$ cat config.mk
export PLATFORM = sky130hd
export DESIGN_NAME = edge_detector_core
export DESIGN_NICKNAME = d
export VERILOG_FILES = /design/src/rtl/edge_detector_core.sv
export SDC_FILE = /design/constraint.sdc
export NUM_CORES = 1
export LEC_CHECK = 0
export CAP_MARGIN = 20
export CORE_UTILIZATION = 45
export CTS_BUF_LIST = sky130_fd_sc_hd__clkbuf_16
export DETAILED_ROUTE_END_ITERATION = 8
export PLACE_DENSITY_LB_ADDON = 0.3
export SLEW_MARGIN = 0
export SYNTH_ARGS = -nofsm -noshare
export SYNTH_HDL_FRONTEND = slang
export SYNTH_SLANG_ARGS = --single-unit
$ cat constraint.sdc
create_clock -name clk -period 5.1 [get_ports clk]
set_input_delay 1.02 -clock clk [delete_from_list [all_inputs] [get_ports clk]]
set_output_delay 1.02 -clock clk [all_outputs]
set_load 0.01 [all_outputs]
$ cat src/rtl/edge_detector_core.sv
// edge_detector_core
// Bus-mastering edge-detection engine. On an accepted start request it walks
// the source image pixel by pixel, reads the centre, right and down
// neighbours, and writes 0xFF where |r-c| + |d-c| exceeds THRESH, else 0x00.
// Pixels in the last column or last row are written 0x00 after reading only
// the centre pixel.
//
// Ports
//   clk, rst_n      : clock (rising edge), asynchronous active-low reset
//   req             : start request (level); a held-high req starts one job
//   ack             : one-cycle pulse when a request is accepted
//   busy            : high while a job is running
//   de_req/de_ack   : memory transfer handshake; completes when both are high
//   de_addr         : word address
//   de_nbyte        : one-hot byte-lane select
//   de_rnw          : 1 = read, 0 = write
//   de_w_data       : write data (edge byte replicated on all lanes)
//   de_r_data       : read data, sampled on the completing edge
module edge_detector_core #(
    parameter int unsigned IMG_W    = 16,
    parameter int unsigned IMG_H    = 16,
    parameter logic [17:0] SRC_BASE = 18'h00000,
    parameter logic [17:0] DST_BASE = 18'h01000,
    parameter logic [7:0]  THRESH   = 8'd32
) (
    input  logic        clk,
    input  logic        rst_n,
    input  logic        req,
    output logic        ack,
    output logic        busy,
    output logic        de_req,
    input  logic        de_ack,
    output logic [17:0] de_addr,
    output logic [3:0]  de_nbyte,
    output logic        de_rnw,
    output logic [31:0] de_w_data,
    input  logic [31:0] de_r_data
);

    localparam int unsigned AW = 18;
    localparam int unsigned DW = 32;
    localparam int unsigned XW = (IMG_W > 1) ? $clog2(IMG_W) : 1;
    localparam int unsigned YW = (IMG_H > 1) ? $clog2(IMG_H) : 1;

    typedef enum logic [2:0] {
        IDLE,
        RD_C,
        RD_R,
        RD_D,
        WR,
        NEXT,
        FIN
    } state_t;

    state_t          state_q, state_d;
    logic [XW-1:0]   x_q, x_d;
    logic [YW-1:0]   y_q, y_d;
    logic [7:0]      c_q, c_d;
    logic [7:0]      r_q, r_d;
    logic            armed_q, armed_d;
    logic            ack_q, ack_d;
    logic            busy_q, busy_d;
    logic            de_req_q, de_req_d;
    logic [AW-1:0]   de_addr_q, de_addr_d;
    logic [3:0]      de_nbyte_q, de_nbyte_d;
    logic            de_rnw_q, de_rnw_d;
    logic [DW-1:0]   de_w_data_q, de_w_data_d;

    // Byte offsets of the centre, right and down pixels of the current position
    logic [AW-1:0]   off_c;
    logic [AW-1:0]   off_r;
    logic [AW-1:0]   off_d;
    logic            last_col;
    logic            last_row;
    logic            border;
    logic            xfer_done;
    logic [7:0]      rd_byte;
    logic [8:0]      grad;
    logic [7:0]      edge_pix;

    // Byte of a read word selected by the one-hot lane of the current transfer
    function automatic logic [7:0] pick_lane(input logic [DW-1:0] w, input logic [3:0] oh);
        logic [7:0] b;
        case (oh)
            4'b0001: b = w[7:0];
            4'b0010: b = w[15:8];
            4'b0100: b = w[23:16];
            4'b1000: b = w[31:24];
            default: b = 8'h00;
        endcase
        return b;
    endfunction

    function automatic logic [8:0] abs_diff(input logic [7:0] a, input logic [7:0] b);
        return (a >= b) ? 9'(a - b) : 9'(b - a);
    endfunction

    function automatic logic [AW-1:0] word_addr(input logic [AW-1:0] base, input logic [AW-1:0] off);
        return base + (off >> 2);
    endfunction

    function automatic logic [3:0] lane_sel(input logic [AW-1:0] off);
        return 4'b0001 << off[1:0];
    endfunction

    // Pixel geometry and the gradient of the pixel being finished
    assign off_c     = AW'(y_q) * AW'(IMG_W) + AW'(x_q);
    assign off_r     = off_c + AW'(1);
    assign off_d     = off_c + AW'(IMG_W);
    assign last_col  = (x_q == XW'(IMG_W - 1));
    assign last_row  = (y_q == YW'(IMG_H - 1));
    assign border    = last_col | last_row;
    assign xfer_done = de_req_q & de_ack;
    assign rd_byte   = pick_lane(de_r_data, de_nbyte_q);
    // In RD_D the down pixel is on the bus this cycle; c and r are already held
    assign grad      = abs_diff(r_q, c_q) + abs_diff(rd_byte, c_q);
    assign edge_pix  = (grad > {1'b0, THRESH}) ? 8'hFF : 8'h00;

    // State and datapath registers
    always_ff @(posedge clk or negedge rst_n) begin
        if (!rst_n) begin
            state_q     <= IDLE;
            x_q         <= '0;
            y_q         <= '0;
            c_q         <= '0;
            r_q         <= '0;
            armed_q     <= 1'b1;
            ack_q       <= 1'b0;
            busy_q      <= 1'b0;
            de_req_q    <= 1'b0;
            de_addr_q   <= '0;
            de_nbyte_q  <= '0;
            de_rnw_q    <= 1'b1;
            de_w_data_q <= '0;
        end else begin
            state_q     <= state_d;
            x_q         <= x_d;
            y_q         <= y_d;
            c_q         <= c_d;
            r_q         <= r_d;
            armed_q     <= armed_d;
            ack_q       <= ack_d;
            busy_q      <= busy_d;
            de_req_q    <= de_req_d;
            de_addr_q   <= de_addr_d;
            de_nbyte_q  <= de_nbyte_d;
            de_rnw_q    <= de_rnw_d;
            de_w_data_q <= de_w_data_d;
        end
    end

    // Next-state and next-output logic; a completing transfer directly
    // launches the following one so de_req stays high within a pixel
    always_comb begin
        state_d     = state_q;
        x_d         = x_q;
        y_d         = y_q;
        c_d         = c_q;
        r_d         = r_q;
        ack_d       = 1'b0;
        busy_d      = busy_q;
        de_req_d    = de_req_q;
        de_addr_d   = de_addr_q;
        de_nbyte_d  = de_nbyte_q;
        de_rnw_d    = de_rnw_q;
        de_w_data_d = de_w_data_q;
        // A low req re-arms; only an accepted start disarms
        armed_d     = armed_q | ~req;

        case (state_q)
            IDLE: begin
                busy_d     = 1'b0;
                de_req_d   = 1'b0;
                de_nbyte_d = 4'b0000;
                de_rnw_d   = 1'b1;
                if (req && armed_q) begin
                    ack_d   = 1'b1;
                    armed_d = 1'b0;
                    x_d     = '0;
                    y_d     = '0;
                    state_d = RD_C;
                end
            end

            RD_C: begin
                if (!de_req_q) begin
                    busy_d     = 1'b1;
                    de_req_d   = 1'b1;
                    de_addr_d  = word_addr(SRC_BASE, off_c);
                    de_nbyte_d = lane_sel(off_c);
                    de_rnw_d   = 1'b1;
                end else if (xfer_done) begin
                    c_d = rd_byte;
                    if (border) begin
                        state_d     = WR;
                        de_addr_d   = word_addr(DST_BASE, off_c);
                        de_nbyte_d  = lane_sel(off_c);
                        de_rnw_d    = 1'b0;
                        de_w_data_d = '0;
                    end else begin
                        state_d    = RD_R;
                        de_addr_d  = word_addr(SRC_BASE, off_r);
                        de_nbyte_d = lane_sel(off_r);
                        de_rnw_d   = 1'b1;
                    end
                end
            end

            RD_R: begin
                if (xfer_done) begin
                    r_d        = rd_byte;
                    state_d    = RD_D;
                    de_addr_d  = word_addr(SRC_BASE, off_d);
                    de_nbyte_d = lane_sel(off_d);
                    de_rnw_d   = 1'b1;
                end
            end

            RD_D: begin
                if (xfer_done) begin
                    state_d     = WR;
                    de_addr_d   = word_addr(DST_BASE, off_c);
                    de_nbyte_d  = lane_sel(off_c);
                    de_rnw_d    = 1'b0;
                    de_w_data_d = {4{edge_pix}};
                end
            end

            WR: begin
                if (xfer_done) begin
                    state_d    = NEXT;
                    de_req_d   = 1'b0;
                    de_nbyte_d = 4'b0000;
                    de_rnw_d   = 1'b1;
                end
            end

            NEXT: begin
                if (last_col) begin
                    x_d = '0;
                    if (last_row) begin
                        state_d = FIN;
                    end else begin
                        y_d     = y_q + YW'(1);
                        state_d = RD_C;
                    end
                end else begin
                    x_d     = x_q + XW'(1);
                    state_d = RD_C;
                end
            end

            FIN: begin
                busy_d     = 1'b0;
                de_req_d   = 1'b0;
                de_nbyte_d = 4'b0000;
                de_rnw_d   = 1'b1;
                state_d    = IDLE;
            end

            default: begin
                state_d = IDLE;
            end
        endcase
    end

    assign ack       = ack_q;
    assign busy      = busy_q;
    assign de_req    = de_req_q;
    assign de_addr   = de_addr_q;
    assign de_nbyte  = de_nbyte_q;
    assign de_rnw    = de_rnw_q;
    assign de_w_data = de_w_data_q;

endmodule

==> flow_summary.ini <==
[setup_path]
crit_path_end_kind = register
critical_path.cell_chain = clkdlybuf4s50_1, a22oi_1, nor2_1, a21oi_1, nor2_1, a21oi_1, inv_1, ha_1, o21ai_1, a21oi_2, o31ai_4, nand2_2, nor2_1, a21oi_2, fa_1, a211oi_1, o21bai_1, a21oi_1, xnor2_1, a21oi_1, a21oi_1, or3b_1
crit_start = de_r_data[27]
crit_cells = 22
startpoint_type = primary input
slowest_stage = fa_1
crit_path_end = de_w_data[30]
timing.rr.start = de_nbyte[1]
cpPeakStageDelay_ps = 440
worstPathRequired_ps = 5270
cp.buffers_inverters = 2
crit_path_frequent_cell = a21oi_1
r2r_cells = 20
r2r-end = de_w_data[30]
worst-setup-path-type = primary input to register
crit_fanout = 5
cp.arrival_ps = 5110
r2r_slack_ps = 430
cpLargestDelayFamily = compound AO/OA/AOI/OAI gates

[placed_design]
gp_congestion = 0.853
dp_cells = 760
io_buffer_count = 83
dp_hpwl_mm = 8.89
post-place-ws_ps = -192

[yosys]
yosys-top-cells-area = dfrtp_1, ha_1, a21oi_1, buf_4, o21ai_0
synth_area_um2 = 4530
synth_compound_area_share_pct = 25.1
synth_ff_type = dfrtp_1
synth_mux_area_share_pct = 1.85
synth_cells = 562
synthAdderAreaFrac_pct = 14.6
avgSynthCellArea_um2 = 8.07
synth_edf_count = 0
synth_seq_area_share_pct = 24.9
yosys.cell_types.count = 68
synth-simple-area-share_pct = 16.6
async_flop_share_pct = 100
synth-seq-cells = 45
synth_top_family_by_area = compound AO/OA/AOI/OAI gates
yosys_warnings = 0
synth_top_area_cell = dfrtp_1
synth_top_area_share_pct = 23.7
synth_xor_area_share_pct = 4.44

[cts]
tritoncts = done
clk_latency_ps = 290
cts_buffers = 5
clockBufferDepth = 2
cts_sinks = 45
cts_root_buf = clkbuf_16
cts-htree-levels = 2
path_clk_slew_ps = 70

[drt]
antenna_left = 0
vias = 4080
wl_per_cell_um = 14.5
firstDrtPassIters = 4
route.detailed.drc = 0
drtIter0Drc = 155
routed_via_density = 5.29
drt_wl_total_mm = 11.2

[die]
num_rows = 36
coreArea_um2 = 9770
die_h_um = 102
io_pins = 94
start_util_pct = 46.4
die_width_um = 102
die_area_um2 = 10500

[final_layout]
nets = 723
postLayoutCoreUtil_pct = 58.1
antenna_cells = 0
drive_above_1_share_pct = 13.2
fin_cells = 771
areaGrowthSynthToFinish_pct = 25.4

[global_route]
grt-ovfl-total = 0
grt_pass1_wl_mm = 18.1
first_global_vias = 3894
grt.met3_usage_pct = 2.80
grt_start_max_net_pins = 46
grt_use_met1_pct = 26.9
met2_usage_pct = 38.9
antenna_found_initial = 0
grtUsageTotal_pct = 21.7
busiest_layer = met2

[sta]
period_share_pct = 96.8
drv_slew = 0
tightest_slew_ps = 843
hold_violations = 0
fin_worst_skew_ps = 9.33
relSlewSlack_pct = 43.8
max_freq_mhz = 202
setup_viol_count_final = 0
fin_ws_ps = 162
fin_crit_ps = 4940
hold_ws_ps = 467

[worst_hold_path]
holdCritPathClass = register to register

[job]
drv_cap = 0

[status]
status = complete, no violations
## cells in the final DEF (no fill, tap or decap), types with 4 or more instances in the layout
cell type | netlist | final
a211oi_1 | 5 | 4
a21boi_0 | 5 | 5
a21o_1 | 7 | 7
a21oi_1 | 63 | 56
a21oi_2 | 2 | 9
a22oi_1 | 14 | 14
buf_4 | 42 | 34
clkbuf_16 | 0 | 5
clkdlybuf4s50_1 | 0 | 82
conb_1 | 1 | 10
dfrtp_1 | 43 | 43
fa_1 | 5 | 5
ha_1 | 45 | 45
inv_1 | 46 | 46
mux2i_1 | 5 | 4
nand2_1 | 37 | 37
nand2b_1 | 9 | 9
nand3_1 | 15 | 15
nor2_1 | 47 | 47
nor2b_1 | 8 | 7
nor3_1 | 5 | 5
o21a_1 | 4 | 4
o21ai_0 | 43 | 42
o21ai_1 | 6 | 7
o31ai_1 | 6 | 6
xnor2_1 | 13 | 13
xor2_1 | 10 | 10
## state kept, by name, summed over array words and instances (netlist names)
signal,flops
c_q,8
de_addr,8
r_q,8
de_nbyte,4
x_q,4
y_q,4
state_q,3
ack,1
armed_q,1
busy,1
de_req,1
de_rnw,1
de_w_data,1
## stage by stage
step | cell area (um2) | TNS [ps]
2_1_floorplan | 4570 | 0
3_3_place_gp | 5420 | -63.2
6_report | 5680 | 0
5_1_grt | 5680 | -66.3
4_1_cts | 5590 | 0
3_5_place_dp | 5420 | -192
## routing by layer
layer / up-vias / wire length [um]
met5: - / 0
met4: 0 / 218
met3: 19 / 366
met2: 85 / 5680
met1: 1921 / 4890
li1: 2055 / -
## worst register-to-register path: cells and delay by family (launching register included)
kind	cells	cell delay, ps
buf+inv	1	70
xor+xnor	1	90
simple gates	5	1520
compound gates	11	1740
flops	1	440
fa+ha+maj	2	700
## Yosys cell counts (4+ instances only)
cell      instances
a211oi_1          5
a21boi_0          5
a21o_1            7
a21oi_1          63
a22oi_1          14
buf_2             4
buf_4            42
clkbuf_1         13
dfrtp_1          43
fa_1              5
ha_1             45
inv_1            46
mux2i_1           5
nand2_1          37
nand2b_1          9
nand3_1          15
nor2_1           47
nor2b_1           8
nor3_1            5
o21a_1            4
o21ai_0          43
o21ai_1           6
o31ai_1           6
xnor2_1          13
xor2_1           10
## cell families after synthesis
kind of cell	Yosys count
and+or+nand+nor	147
DFF	45
muxes	8
xor gates and xnor gates	23
AOI/OAI and AO/OA	182
other	1
adders and majority gates	50
buffers and inverters	106
## worst min-delay path by stage
stage / startpoint / end / slack [ps] / cells past startpoint
floorplan: de_rnw / de_rnw / 470 / 2
global placement: de_rnw / de_rnw / 460 / 2
detailed placement: de_rnw / de_rnw / 460 / 2
CTS: de_rnw / de_rnw / 470 / 2
global route: de_rnw / de_rnw / 490 / 2
finish: de_rnw / de_rnw / 470 / 2
## layout make-up
type	instances	area, um2
sequential	45	1130
timing repair buffer	119	1110
clock inverter	3	46.3
tap	133	166
multi-input combinational	420	2940
fill	892	4090
clock buffer	5	125
inverter	46	173
## repair_timing
| action | 4_1_cts | 5_1_grt |
|---|---|---|
| gates resized for setup | 0 | 14 |
| hold buffers | 0 | 0 |
| setup buffers | 0 | 1 |
| endpoints found under the hold margin | 0 | 0 |
| endpoints found under the setup margin | 0 | 1 |
Power is left out: the tool's default activity adds up to more than one toggle a clock period on the data nets, which glitch-free logic cannot reach.
